### src/rtl/alu_pkg.sv
`default_nettype none
// ============================================================================
//  Module      : alu_pkg
//  Description : Shared opcode/state encodings, the illegal-op marker value
//                and opcode classification helpers for alu_mdu.
//                Macro ALU_MDU_DIV_EN enables the divide opcodes.
//  Revision    : 1.0 - initial release
// ============================================================================
package alu_pkg;

    // 5-bit opcode space; anything not listed here is illegal
    typedef enum logic [4:0] {
        OP_ADD    = 5'b00000,
        OP_SLL    = 5'b00001,
        OP_SLT    = 5'b00010,
        OP_SLTU   = 5'b00011,
        OP_XOR    = 5'b00100,
        OP_SRL    = 5'b00101,
        OP_OR     = 5'b00110,
        OP_AND    = 5'b00111,
        OP_SUB    = 5'b01001,
        OP_SRA    = 5'b01101,
        OP_MUL    = 5'b10000,
        OP_MULH   = 5'b10001,
        OP_MULHSU = 5'b10010,
        OP_MULHU  = 5'b10011,
        OP_DIV    = 5'b10100,
        OP_DIVU   = 5'b10101,
        OP_REM    = 5'b10110,
        OP_REMU   = 5'b10111
    } alu_op_e;

    typedef enum logic [1:0] {
        ST_IDLE = 2'd0,
        ST_CALC = 2'd1,
        ST_FIX  = 2'd2,
        ST_DONE = 2'd3
    } alu_state_e;

    // Result returned for illegal opcodes (zero-extended to WIDTH)
    localparam logic [15:0] ALU_MAGIC = 16'hDEAA;

    // Divide family: 101xx
    function automatic logic is_div_op(input logic [4:0] op);
        return (op[4:2] == 3'b101);
    endfunction

    // Opcodes that take the iterative path; divides only when compiled in
    function automatic logic is_mdu_op(input logic [4:0] op);
`ifdef ALU_MDU_DIV_EN
        return (op[4:3] == 2'b10);
`else
        return (op[4:2] == 3'b100);
`endif
    endfunction

endpackage
`default_nettype wire

### src/rtl/mdu_iter.sv
`default_nettype none
// ============================================================================
//  Module      : mdu_iter
//  Description : Iterative RV32M-style multiply/divide core. Works on operand
//                magnitudes (shift-add multiply, restoring divide), one step
//                per cycle for WIDTH cycles, then applies sign correction
//                combinationally on the held registers.
//                Macro ALU_MDU_DIV_EN compiles in the divider datapath.
//  Revision    : 1.0 - initial release
// ============================================================================
module mdu_iter #(
    parameter int WIDTH = 32
) (
    input  logic             clk,
    input  logic             rst_n,
    input  logic             start,
    input  logic [4:0]       op,
    input  logic [WIDTH-1:0] op1,
    input  logic [WIDTH-1:0] op2,
    output logic             done,
    output logic [WIDTH-1:0] res
);
    import alu_pkg::*;

    localparam int CNT_W = $clog2(WIDTH) + 1;
    localparam logic [CNT_W-1:0] c_last = CNT_W'(WIDTH - 1);
    localparam logic [CNT_W-1:0] c_one  = CNT_W'(1);

    logic                 r_run;
    logic [CNT_W-1:0]     r_count;
    logic [4:0]           r_op;
    logic                 r_neg_a;
    logic                 r_neg_b;
    logic [2*WIDTH-1:0]   r_prod;
    logic [2*WIDTH-1:0]   r_mcand;
    logic [WIDTH-1:0]     r_mplr;

    logic                 w_sgn_a;
    logic                 w_sgn_b;
    logic                 w_neg_a;
    logic                 w_neg_b;
    logic [WIDTH-1:0]     w_mag_a;
    logic [WIDTH-1:0]     w_mag_b;
    logic [2*WIDTH-1:0]   w_prod_s;

    // Which operands are interpreted as signed for this opcode
    always_comb begin
        w_sgn_a = 1'b0;
        w_sgn_b = 1'b0;
        case (op)
            OP_MULH:        begin w_sgn_a = 1'b1; w_sgn_b = 1'b1; end
            OP_MULHSU:      w_sgn_a = 1'b1;
            OP_DIV, OP_REM: begin w_sgn_a = 1'b1; w_sgn_b = 1'b1; end
            default:        ;
        endcase
    end

    assign w_neg_a = w_sgn_a & op1[WIDTH-1];
    assign w_neg_b = w_sgn_b & op2[WIDTH-1];
    assign w_mag_a = w_neg_a ? -op1 : op1;
    assign w_mag_b = w_neg_b ? -op2 : op2;

    // done is high during the cycle that performs the last iteration
    assign done = r_run && (r_count == c_last);

    // Iteration control: latch op and operand signs on start, count WIDTH steps
    always_ff @(posedge clk or negedge rst_n) begin
        if (!rst_n) begin
            r_run   <= 1'b0;
            r_count <= '0;
            r_op    <= '0;
            r_neg_a <= 1'b0;
            r_neg_b <= 1'b0;
        end else if (start) begin
            r_run   <= 1'b1;
            r_count <= '0;
            r_op    <= op;
            r_neg_a <= w_neg_a;
            r_neg_b <= w_neg_b;
        end else if (r_run) begin
            r_count <= r_count + c_one;
            if (r_count == c_last) begin
                r_run <= 1'b0;
            end
        end
    end

    // Shift-add multiplier on magnitudes
    always_ff @(posedge clk or negedge rst_n) begin
        if (!rst_n) begin
            r_prod  <= '0;
            r_mcand <= '0;
            r_mplr  <= '0;
        end else if (start) begin
            r_prod  <= '0;
            r_mcand <= {{WIDTH{1'b0}}, w_mag_a};
            r_mplr  <= w_mag_b;
        end else if (r_run) begin
            if (r_mplr[0]) begin
                r_prod <= r_prod + r_mcand;
            end
            r_mcand <= {r_mcand[2*WIDTH-2:0], 1'b0};
            r_mplr  <= {1'b0, r_mplr[WIDTH-1:1]};
        end
    end

    assign w_prod_s = (r_neg_a ^ r_neg_b) ? -r_prod : r_prod;

`ifdef ALU_MDU_DIV_EN
    logic [WIDTH-1:0] r_quo;
    logic [WIDTH-1:0] r_rem;
    logic [WIDTH-1:0] r_dvsr;
    logic [WIDTH:0]   w_trial;

    // Bring down the next dividend bit and try to subtract the divisor;
    // the top bit of the difference flags a negative (restore) result
    assign w_trial = {r_rem, r_quo[WIDTH-1]} - {1'b0, r_dvsr};

    // Restoring divider on magnitudes, one quotient bit per cycle
    always_ff @(posedge clk or negedge rst_n) begin
        if (!rst_n) begin
            r_quo  <= '0;
            r_rem  <= '0;
            r_dvsr <= '0;
        end else if (start) begin
            r_quo  <= w_mag_a;
            r_rem  <= '0;
            r_dvsr <= w_mag_b;
        end else if (r_run) begin
            if (!w_trial[WIDTH]) begin
                r_rem <= w_trial[WIDTH-1:0];
                r_quo <= {r_quo[WIDTH-2:0], 1'b1};
            end else begin
                r_rem <= {r_rem[WIDTH-2:0], r_quo[WIDTH-1]};
                r_quo <= {r_quo[WIDTH-2:0], 1'b0};
            end
        end
    end
`endif

    // Sign fix-up and selection of high/low product, quotient or remainder
    always_comb begin
        res = w_prod_s[WIDTH-1:0];
        case (r_op)
            OP_MULH, OP_MULHSU, OP_MULHU: res = w_prod_s[2*WIDTH-1:WIDTH];
`ifdef ALU_MDU_DIV_EN
            // Quotient negative when signs differ; remainder follows dividend
            OP_DIV, OP_DIVU: res = (r_neg_a ^ r_neg_b) ? -r_quo : r_quo;
            OP_REM, OP_REMU: res = r_neg_a ? -r_rem : r_rem;
`endif
            default: ;
        endcase
    end

endmodule
`default_nettype wire

### src/rtl/alu_mdu.sv
`default_nettype none
// ============================================================================
//  Module      : alu_mdu
//  Description : Handshaked execute-stage ALU with registered result and an
//                iterative multiply/divide unit. Base ops complete in one
//                cycle; M ops take WIDTH+2 cycles from accept to out_valid.
//                Macro ALU_MDU_DIV_EN enables div/divu/rem/remu; without it
//                those opcodes return ALU_MAGIC like any illegal opcode.
//  Revision    : 1.0 - initial release
// ============================================================================
module alu_mdu #(
    parameter int WIDTH = 32,
    parameter int SHW   = $clog2(WIDTH)
) (
    input  logic             clk,
    input  logic             rst_n,
    input  logic             in_valid,
    output logic             in_ready,
    input  logic [4:0]       op,
    input  logic [WIDTH-1:0] op1,
    input  logic [WIDTH-1:0] op2,
    output logic             out_valid,
    input  logic             out_ready,
    output logic [WIDTH-1:0] result,
    output logic             zero,
    output logic             busy
);
    import alu_pkg::*;

    localparam logic [WIDTH-1:0] c_magic = WIDTH'(ALU_MAGIC);

    alu_state_e        r_state;
    logic [WIDTH-1:0]  r_result;
    logic              r_zero;
    logic              r_out_valid;
    logic              r_in_ready;
    logic              r_busy;

    logic              w_accept;
    logic              w_div_zero;
    logic              w_to_calc;
    logic [SHW-1:0]    w_shamt;
    logic [WIDTH-1:0]  w_base;
    logic              w_mdu_done;
    logic [WIDTH-1:0]  w_mdu_res;

    assign w_accept = in_valid && (r_state == ST_IDLE);
    assign w_shamt  = op2[SHW-1:0];

`ifdef ALU_MDU_DIV_EN
    // Divide by zero has a fixed answer, so it skips the iterations
    assign w_div_zero = is_div_op(op) && (op2 == '0);
`else
    assign w_div_zero = 1'b0;
`endif

    assign w_to_calc = w_accept && is_mdu_op(op) && !w_div_zero;

    // Single-cycle results: base ops, divide-by-zero specials, illegal ops
    always_comb begin
        w_base = c_magic;
        case (op)
            OP_ADD:  w_base = op1 + op2;
            OP_SUB:  w_base = op1 - op2;
            OP_SLL:  w_base = op1 << w_shamt;
            OP_SLT:  w_base = {{(WIDTH-1){1'b0}}, ($signed(op1) < $signed(op2))};
            OP_SLTU: w_base = {{(WIDTH-1){1'b0}}, (op1 < op2)};
            OP_XOR:  w_base = op1 ^ op2;
            OP_SRL:  w_base = op1 >> w_shamt;
            OP_SRA:  w_base = $signed(op1) >>> w_shamt;
            OP_OR:   w_base = op1 | op2;
            OP_AND:  w_base = op1 & op2;
`ifdef ALU_MDU_DIV_EN
            OP_DIV, OP_DIVU: w_base = '1;
            OP_REM, OP_REMU: w_base = op1;
`endif
            default: w_base = c_magic;
        endcase
    end

    mdu_iter #(
        .WIDTH (WIDTH)
    ) u_mdu_iter (
        .clk   (clk),
        .rst_n (rst_n),
        .start (w_to_calc),
        .op    (op),
        .op1   (op1),
        .op2   (op2),
        .done  (w_mdu_done),
        .res   (w_mdu_res)
    );

    // Control FSM with registered handshake flags and output register
    always_ff @(posedge clk or negedge rst_n) begin
        if (!rst_n) begin
            r_state     <= ST_IDLE;
            r_result    <= '0;
            r_zero      <= 1'b0;
            r_out_valid <= 1'b0;
            r_in_ready  <= 1'b1;
            r_busy      <= 1'b0;
        end else begin
            case (r_state)
                ST_IDLE: begin
                    if (w_to_calc) begin
                        r_state    <= ST_CALC;
                        r_in_ready <= 1'b0;
                        r_busy     <= 1'b1;
                    end else if (w_accept) begin
                        r_state     <= ST_DONE;
                        r_result    <= w_base;
                        r_zero      <= (w_base == '0);
                        r_in_ready  <= 1'b0;
                        r_out_valid <= 1'b1;
                    end
                end
                ST_CALC: begin
                    if (w_mdu_done) begin
                        r_state <= ST_FIX;
                    end
                end
                ST_FIX: begin
                    r_state     <= ST_DONE;
                    r_result    <= w_mdu_res;
                    r_zero      <= (w_mdu_res == '0);
                    r_busy      <= 1'b0;
                    r_out_valid <= 1'b1;
                end
                ST_DONE: begin
                    if (out_ready) begin
                        r_state     <= ST_IDLE;
                        r_out_valid <= 1'b0;
                        r_in_ready  <= 1'b1;
                    end
                end
                default: r_state <= ST_IDLE;
            endcase
        end
    end

    assign result    = r_result;
    assign zero      = r_zero;
    assign out_valid = r_out_valid;
    assign in_ready  = r_in_ready;
    assign busy      = r_busy;

endmodule
`default_nettype wire

### config.mk
export PLATFORM = sky130hd
export DESIGN_NAME = alu_mdu
export DESIGN_NICKNAME = d
export VERILOG_FILES = /design/src/rtl/alu_pkg.sv /design/src/rtl/mdu_iter.sv /design/src/rtl/alu_mdu.sv
export SDC_FILE = /design/constraint.sdc
export NUM_CORES = 1
export LEC_CHECK = 0
export ABC_CLOCK_PERIOD_IN_PS = 5300
export CELL_PAD_IN_SITES_DETAIL_PLACEMENT = 0
export CELL_PAD_IN_SITES_GLOBAL_PLACEMENT = 2
export CORE_AREA = 2 2 255 257
export CTS_CLUSTER_DIAMETER = 100
export DETAILED_ROUTE_END_ITERATION = 8
export DIE_AREA = 0 0 257 259
export GPL_ROUTABILITY_DRIVEN = 1
export PLACE_DENSITY_LB_ADDON = 0.1
export SLEW_MARGIN = 20
export SYNTH_ARGS = -nofsm -noshare
export SYNTH_HDL_FRONTEND = slang
export SYNTH_SLANG_ARGS = --single-unit
### constraint.sdc
create_clock -name clk -period 5.3 [get_ports clk]
set_input_delay 1.06 -clock clk [delete_from_list [all_inputs] [get_ports clk]]
set_output_delay 1.06 -clock clk [all_outputs]
set_load 0.005 [all_outputs]
Word level (Yosys, flattened, before mapping)

Index checks and enable logic that the tools add are counted.

Add/subtract/negate cells: 7
$lt $le $gt $ge: 2
Eq/ne operators: 27
Shift operators: 3
Mux-type cells: 40
Bitwise operators: 6
Reductions and logical operators: 21

Operator list:

| operator             | number |
|---|---|
| $mux W64             | 6 |
| $pmux W32 S10        | 1 |
| $mux W32             | 7 |
| $add A64 B64 Y64     | 1 |
| $logic_not A32 Y1    | 2 |
| $lt A32 B32 Y1       | 2 |
| $neg A32 Y32         | 2 |
| $neg A64 Y64         | 1 |
| $pmux W32 S2         | 1 |
| $eq A5 B5 Y1 const B | 7 |
| $add A32 B32 Y32     | 1 |
| $and A32 B32 Y32     | 1 |
| $or A32 B32 Y32      | 1 |
| $shl A32 B5 Y32      | 1 |
| $shr A32 B5 Y32      | 1 |
| $sshr A32 B5 Y32     | 1 |
| $sub A32 B32 Y32     | 1 |
| $xor A32 B32 Y32     | 1 |
| $eq A5 B3 Y1 const B | 4 |
| $mux W1              | 14 |
| $mux W6              | 2 |
| $eq A5 B2 Y1 const B | 2 |
| $eq A5 B4 Y1 const B | 2 |
| $reduce_and A3 Y1    | 3 |
| 24 further kinds     | 41 |

Bits in registers: 212
Input port bits: 73
Output and inout port bits: 36
Logic and storage cells: 120

Logic depth before layout (Yosys ltp)

Gate-level depths: netlist (run 1).

Depth in word-level cells: 6
Mapped depth: 19
Mapped depth without buffers: 16

By module

Synthesis (run 1) repeated with hierarchy kept, for this count alone.

Cell total of the unflattened synthesis: 3,258
Area, all modules: 25,315.5 µm²

By module, submodules not included:

| module   | times used | cells each | area an instance (µm²) |
|---|---|---|---|
| mdu_iter | 1          | 1,715      | 13,894.6 |
| alu_mdu  | 1          | 1,543      | 11,421.0 |

Least setup slack after synthesis (run 1)

OpenSTA, ideal clock, no wires.

Kind: input to register
Start point: in op2[2]
End point: reg r_zero, in the netlist zero
Arrival time: 5.167 ns
Required time: 5.205 ns
Path slack: 0.037 ns
Stages on the path: 19
Path buffers: 5
Cell sequence: clkbuf_1 -> clkinv_1 -> clkbuf_1 -> buf_1 -> buf_1 -> ha_1 -> clkbuf_1 -> o21ai_0 -> o21ai_0 -> a2111o_1 -> nand3_1 -> a21oi_1 -> nor2_1 -> or4_1 -> a311o_1 -> a32oi_1 -> and4_2 -> nand4_1 -> o31ai_1

Longest elaborated chain between the ends: 6
Elaborated cells between the ends (all ways): 15

Ends and longest elaborated chain:

| what                                           | RTL line       | text |
|---|---|---|
| start, declared                                | alu_mdu.sv:21  | `input logic [WIDTH-1:0] op2,` |
| $sub A32 B32 Y32, or another cell as far along | alu_mdu.sv:64  | `OP_SUB: w_base = op1 - op2;` |
| $pmux W32 S10 *                                | alu_mdu.sv:62  | `case (op)` |
| $logic_not A32 Y1 *                            | alu_mdu.sv:113 | `r_zero <= (w_base == '0);` |
| $mux W1 *                                      | alu_mdu.sv:110 | `end else if (w_accept) begin` |
| $mux W1 *                                      | alu_mdu.sv:106 | `if (w_to_calc) begin` |
| $pmux W1 S2 *                                  | alu_mdu.sv:104 | `case (r_state)` |
| end signal, assigned                           | alu_mdu.sv:113 |  |
| end signal, assigned                           | alu_mdu.sv:126 | `r_zero <= (w_mdu_res == '0);` |
| end, declared                                  | alu_mdu.sv:34  | `logic r_zero;` |

Every way passes the cells marked *; elsewhere a longest branch is shown, timed or not. The select of a mux whose other input is x is not followed.
A chain may end at the register's enable or synchronous reset.

Worst setup path after layout (run 1)

Start point: in op1[0]
End point: reg r_zero, in the netlist zero

Longest elaborated chain between the ends: 6
Elaborated cells between the ends (all ways): 15

Ends and longest elaborated chain:

| what                                           | RTL line       | text |
|---|---|---|
| start, declared                                | alu_mdu.sv:20  | `input logic [WIDTH-1:0] op1,` |
| $sub A32 B32 Y32, or another cell as far along | alu_mdu.sv:64  |  |
| $pmux W32 S10 *                                | alu_mdu.sv:62  |  |
| $logic_not A32 Y1 *                            | alu_mdu.sv:113 |  |
| $mux W1 *                                      | alu_mdu.sv:110 |  |
| $mux W1 *                                      | alu_mdu.sv:106 |  |
| $pmux W1 S2 *                                  | alu_mdu.sv:104 |  |

Marks and branches as above.

==> results of run 1 <==
sequential cells by signal (all words and copies together), names as in the netlist:
register	flops
busy	1
u_mdu_iter.r_mcand	64
u_mdu_iter.r_count	6
out_valid	1
zero	1
u_mdu_iter.r_neg_b	1
in_ready	1
result	32
u_mdu_iter.r_prod	64
u_mdu_iter.r_neg_a	1
u_mdu_iter.r_mplr	32
u_mdu_iter.r_op	5
r_state	2
u_mdu_iter.r_run	1
report_power, final:
| group | total [W] | internal [W] | switching [W] |
|---|---|---|---|
| Combinational | 0.00782 | 0.00322 | 0.00460 |
| Sequential | 0.00319 | 0.00231 | 0.000879 |
| Clock | 0.00193 | 0.00116 | 0.000764 |
cell usage after synthesis, drive strengths merged, types with 35 or more instances:
master    n  area [sq um]
nor2    289          1100
a31oi    41           257
dfrtp   211          5280
nand2   404          1530
o21ai   229          1150
mux2i   150          1500
nor3     67           335
a21o     67           504
a21oi   294          1470
inv     129           484
o211ai   38           290
nand3    69           345
xor2     54           473
mux4     39           878
clkbuf  179           722
ha      172          2150
buf      35           159
a211oi   38           285
xnor2   135          1180
final timing paths:
check,cells after the start,endpoint
min in group clk,1,u_mdu_iter.r_op[3]
worst max-delay path,19,zero
worst min-delay path,1,u_mdu_iter.r_mcand[47]
worst min register to register,1,u_mdu_iter.r_op[3]
worst max register to register,12,zero
max in group asynchronous,2,u_mdu_iter.r_mcand[14]
per-stage QoR:
step	utilization (%)	instance area (sq um)
2_1_floorplan	-	24700
3_3_place_gp	46.8	29900
5_1_grt	48.2	30800
6_report	48.2	30800
4_1_cts	48.2	30800
3_5_place_dp	46.8	29900
final cells by class:
cell class	instances	area share (%)
Clock buffer	37	2.51
Inverter	135	1.64
Multi-Input combinational cell	2658	58.6
Tap cell	855	3.47
Timing Repair Buffer	589	16.0
Sequential cell	212	17.2
Antenna cell	1	0.00812
Clock inverter	13	0.495
routing by layer:
metal  track usage [%]  up-vias  wire (um)  part of all wire (%)
met1              51.9    14000      56400                    44
met5                 0        -         88                 0.069
met3              7.55      266      11100                   8.7
met4              16.9       10       6930                   5.5
met2              54.5     1388      52300                    41
li1                  -    12600          -                     -
critical path, cell delays in order:
cell             delay (ps)
clkdlybuf4s50_1         540
inv_1                    80
ha_1                    210
inv_1                    70
fa_1                    180
nand2b_1                 80
a221oi_1                490
o211a_1                 360
o21ai_0                 220
a31o_2                  330
o2111ai_1               310
a211oi_1                170
nor3b_1                 280
buf_4                   160
nand4_1                 100
nor4_1                  250
buf_4                   180
nand4_1                 120
o31ai_1                 210
kinds of logic (layout without fill, tap and decap cells):
group / Yosys count / after routing / share of synthesized area [%]
flops: 212 / 212 / 21.5
mux: 219 / 219 / 11.0
other cells: 0 / 1 / 0
buf+inv: 349 / 774 / 5.62
simple gates: 1071 / 1071 / 20.1
compound gates: 1004 / 1004 / 26.1
fa+ha+maj: 175 / 175 / 8.96
xor+xnor: 189 / 189 / 6.70
==> flow_summary.json, run 1 <==
{
  "syn2layout_area_growth_pct": 24.8,
  "syn_area_per_cell_sq_um": 7.67,
  "synth_flop_cell": "dfrtp_1",
  "cts_max_level": 1,
  "arrival_ps": 5430,
  "firstDrtPassIters": 6,
  "grt_pass1_wl_um": 184000,
  "core_area_sq_um": 63900,
  "drc": 0,
  "dp.cells": 4449,
  "cp-startpoint": "op1[0]",
  "final_cell_mix": "462 x buf_4, 401 x nand2_1, 294 x a21oi_1",
  "slew_violations": 0,
  "final_common_cell": "buf_4",
  "fin_ws_ps": 344,
  "port_buffers": 108,
  "hold_ws_ps": 488,
  "yosys_warnings": 0,
  "overflow": 0,
  "nets": 3871,
  "cts_buffer_depth": 3,
  "fin_skew_ps": 25.8,
  "num_vias": 28200,
  "tightest_slew_ps": 1340,
  "drive_above_1_share_pct": 17.9,
  "dieArea_sq_um": 66600,
  "fill_cells": 6367,
  "pin_count": 109,
  "fmax_ghz": 0.202,
  "clkSinkCount": 212,
  "drtAntennaViolNets": 0,
  "r2r_start": "u_mdu_iter.r_prod[14]",
  "die_h_um": 259,
  "hold_path.class": "in2async",
  "place_congestion": 1.06,
  "min_period_ps": 4960,
  "ctsResizeCount": 0,
  "reg2reg_slack_ps": 760,
  "dp_hpwl_um": 103000,
  "fin_cells": 4500,
  "cts_made_buffers": 27,
  "p_per_area_nw_per_um2": 420,
  "synth_seq_cells": 212,
  "finalPower_w": 0.0129,
  "rsz0062_at_grt": "no",
  "wl_um": 127000,
  "antenna_found_initial": 6,
  "crit_fanout": 4,
  "wire_per_inst_um": 28.2,
  "start_util_pct": 38.7,
  "multi_input_area_sq_um": 18100,
  "end_kind": "flop",
  "syn_area_sq_um": 24700,
  "leakagePower_nw": 14.0,
  "max_slew_margin_pct": 9.68,
  "worstSetupStartpointType": "primary input",
  "via_per_inst": 6.27,
  "hold_viol": 0,
  "async_flop_share_pct": 100,
  "num_rows": 93,
  "crit_type": "in2reg",
  "fp.dieW_um": 257,
  "track_usage_pct": 37.0,
  "root_buffer": "clkbuf_16",
  "seq_area_sq_um": 5310,
  "clk_pin_slew_worst_paths_ps": 60,
  "status": "complete, no violations",
  "synth.net_count": 3467,
  "clk_latency_ps": 570,
  "cts_tree": "done",
  "setup_tns_ps": 0,
  "synthDistinctLibCells": 98,
  "cts_hold_buf": 0,
  "synth_cells": 3219,
  "timing.final.crit_share_pct": 93.5,
  "ys_seq_area_share_pct": 21.5,
  "required_ps": 5780,
  "grt_max_degree": 104,
  "drv_cap": 0,
  "synth_edf_count": 0,
  "first_global_vias": 27200,
  "post_cts_buffers": 0,
  "vdd_drop_max_uv": 507,
  "drt_iter0_drc": 3384,
  "dp_slack_ps": -155,
  "finalSetupViolCount": 0
}
Power figures use the tool's default switching activity.
==> inputs of run 2 (changes only) <==
CTS_CLUSTER_SIZE = 10   (was not set)
==> run 2 against run 1 <==
- sequential cell count did not move
- largest cell class unchanged
- count of clock-buffer cells in the layout fell by 2
- via count fell by 0.40%
==> flow_summary.json, run 2 (synthesized netlist as in run 1, its figures left out) <==
{
  "drive_above_1_share_pct": 17.4,
  "worstPathCellList": "clkdlybuf4s50_1 > ha_1 > buf_4 > a211oi_1 > o21ai_0 > a2111o_1 > nand3_1 > a21oi_1 > buf_4 > o21ai_0 > a21oi_1 > a211oi_1 > o21ai_0 > nor4_1 > buf_4 > nand4_1 > o31ai_1",
  "status": "complete, no violations",
  "dp.cells": 4449,
  "critPathSlowestCell": "a2111o_1",
  "end_kind": "flop",
  "post_cts_buffers": 0,
  "hold_path.class": "reg2reg",
  "num_rows": 93,
  "finalPower_w": 0.0126,
  "cts_buffer_depth": 3,
  "drt_iter0_drc": 3346,
  "cpPeakStageDelay_ps": 570,
  "fin_cells": 4487,
  "tightest_slew_ps": 1300,
  "fmax_ghz": 0.201,
  "r2r_start": "u_mdu_iter.r_prod[28]",
  "min_period_ps": 4960,
  "clk_latency_ps": 570,
  "crit_fanout": 4,
  "hold_viol": 0,
  "required_ps": 5770,
  "rsz0062_at_grt": "no",
  "drv_cap": 0,
  "crit_type": "in2reg",
  "clk_pin_slew_worst_paths_ps": 60,
  "max_slew_margin_pct": 12.6,
  "p_sw_w": 0.00619,
  "drtAntennaViolNets": 0,
  "p_per_area_nw_per_um2": 411,
  "die_h_um": 259,
  "antenna_found_initial": 6,
  "track_usage_pct": 37.0,
  "dieArea_sq_um": 66600,
  "drc": 0,
  "p_clk_share_pct": 12.5,
  "place_congestion": 1.06,
  "via_per_inst": 6.26,
  "fill_cells": 6374,
  "comb_power_share_pct": 62.1,
  "cts_max_level": 1,
  "whs_path_depth": 2,
  "wire_per_inst_um": 28.3,
  "arrival_ps": 5440,
  "slew_violations": 0,
  "num_vias": 28100,
  "power_switching_share_pct": 49.2,
  "worstSetupStartpointType": "primary input",
  "final_cell_mix": "462 x buf_4, 401 x nand2_1, 294 x a21oi_1",
  "rr_worst_depth": 11,
  "core_area_sq_um": 63900,
  "ctsResizeCount": 0,
  "utilization_pct": 47.9,
  "leakagePower_nw": 13.9,
  "p_seq_share_pct": 25.4,
  "grt_pass1_wl_um": 184000,
  "dp_slack_ps": -155,
  "finalSetupViolCount": 0,
  "top_regs": "u_mdu_iter.r_mcand: 64 flops, u_mdu_iter.r_prod: 64 flops",
  "final_common_cell": "buf_4",
  "cts_made_buffers": 25,
  "nets": 3869,
  "overflow": 0,
  "start_util_pct": 38.7,
  "worst_r2r_endpoint": "zero",
  "min-delay-start": "result[4]",
  "firstDrtPassIters": 6,
  "dp_hpwl_um": 103000,
  "timing.final.crit_share_pct": 93.7,
  "grt_max_degree": 104,
  "hold_ws_ps": 488,
  "syn2layout_area_growth_pct": 23.8,
  "fin_skew_ps": 39.5,
  "vdd_drop_max_uv": 291,
  "port_buffers": 108,
  "hold-path-endpoint": "result[4]",
  "first_global_vias": 27000,
  "pin_count": 109,
  "reg2reg_slack_ps": 720,
  "root_buffer": "clkbuf_16",
  "wl_um": 127000,
  "cts_hold_buf": 0,
  "fp.dieW_um": 257,
  "cts_tree": "done",
  "clkSinkCount": 212,
  "fin_ws_ps": 336,
  "internal_power_w": 0.00638
}
==> run 2: cell types whose count changed in the layout (fill, tap and decap cells not counted) <==
cell	before	now
bufinv_16	3	0
clkbuf_16	27	25
clkinvlp_4	2	1
clkbuf_8	6	0
clkbuf_1	4	10
clkinv_2	6	0
inv_6	2	1
==> run 2: worst max path at each step <==
stage                     startpoint   end
final                         op1[0]  zero
after global routing          op1[0]  zero
after CTS                     op1[0]  zero
after detailed placement      op1[0]  zero
after global placement        op1[3]  zero
after floorplan               op2[2]  zero
==> run 2: layer usage <==
layer | global-route usage (%) | vias to the layer above | wire (um)
met5 | 0 | - | 60
met4 | 16.6 | 10 | 6820
met3 | 6.90 | 261 | 11700
met2 | 54.4 | 1424 | 52200
met1 | 52.5 | 13800 | 56100
li1 | - | 12600 | -
==> run 2: area by class of cell <==
| class | instances | area [sq um] | share of cell area (%) |
|---|---|---|---|
| multi-input cells | 2658 | 18100 | 59.1 |
| flip-flops and latches | 212 | 5310 | 17.4 |
| repair buffers | 589 | 4930 | 16.1 |
| well taps | 855 | 1070 | 3.50 |
| clock buffers | 35 | 663 | 2.17 |
| inverters | 135 | 507 | 1.66 |
| clock inverters | 2 | 16.3 | 0.0532 |
| diodes | 1 | 2.50 | 0.00818 |
==> run 2: worst max-delay path, delay by kind of cell <==
kind	cells	cell delay (ps)
buffers and inverters	4	950
AOI/OAI and AO/OA	9	2430
adders and majority gates	1	260
and+or+nand+nor	3	720
==> run 2: per-stage QoR <==
stage | setup TNS, ps | area, sq um
3_5_place_dp | -155 | 29900
6_report | 0 | 30600
5_1_grt | 0 | 30600
4_1_cts | 0 | 30600
3_3_place_gp | -208 | 29900
2_1_floorplan | 0 | 24700
==> run 2: power by group through the flow <==
stage	logic [W]	clock network, W	registers, W
global placement	0.00750	0	0.00316
floorplan	0.00512	0	0.00283
detailed placement	0.00761	0	0.00318
global route	0.00848	0.00167	0.00327
CTS	0.00767	0.00160	0.00316
finish	0.00781	0.00157	0.00319
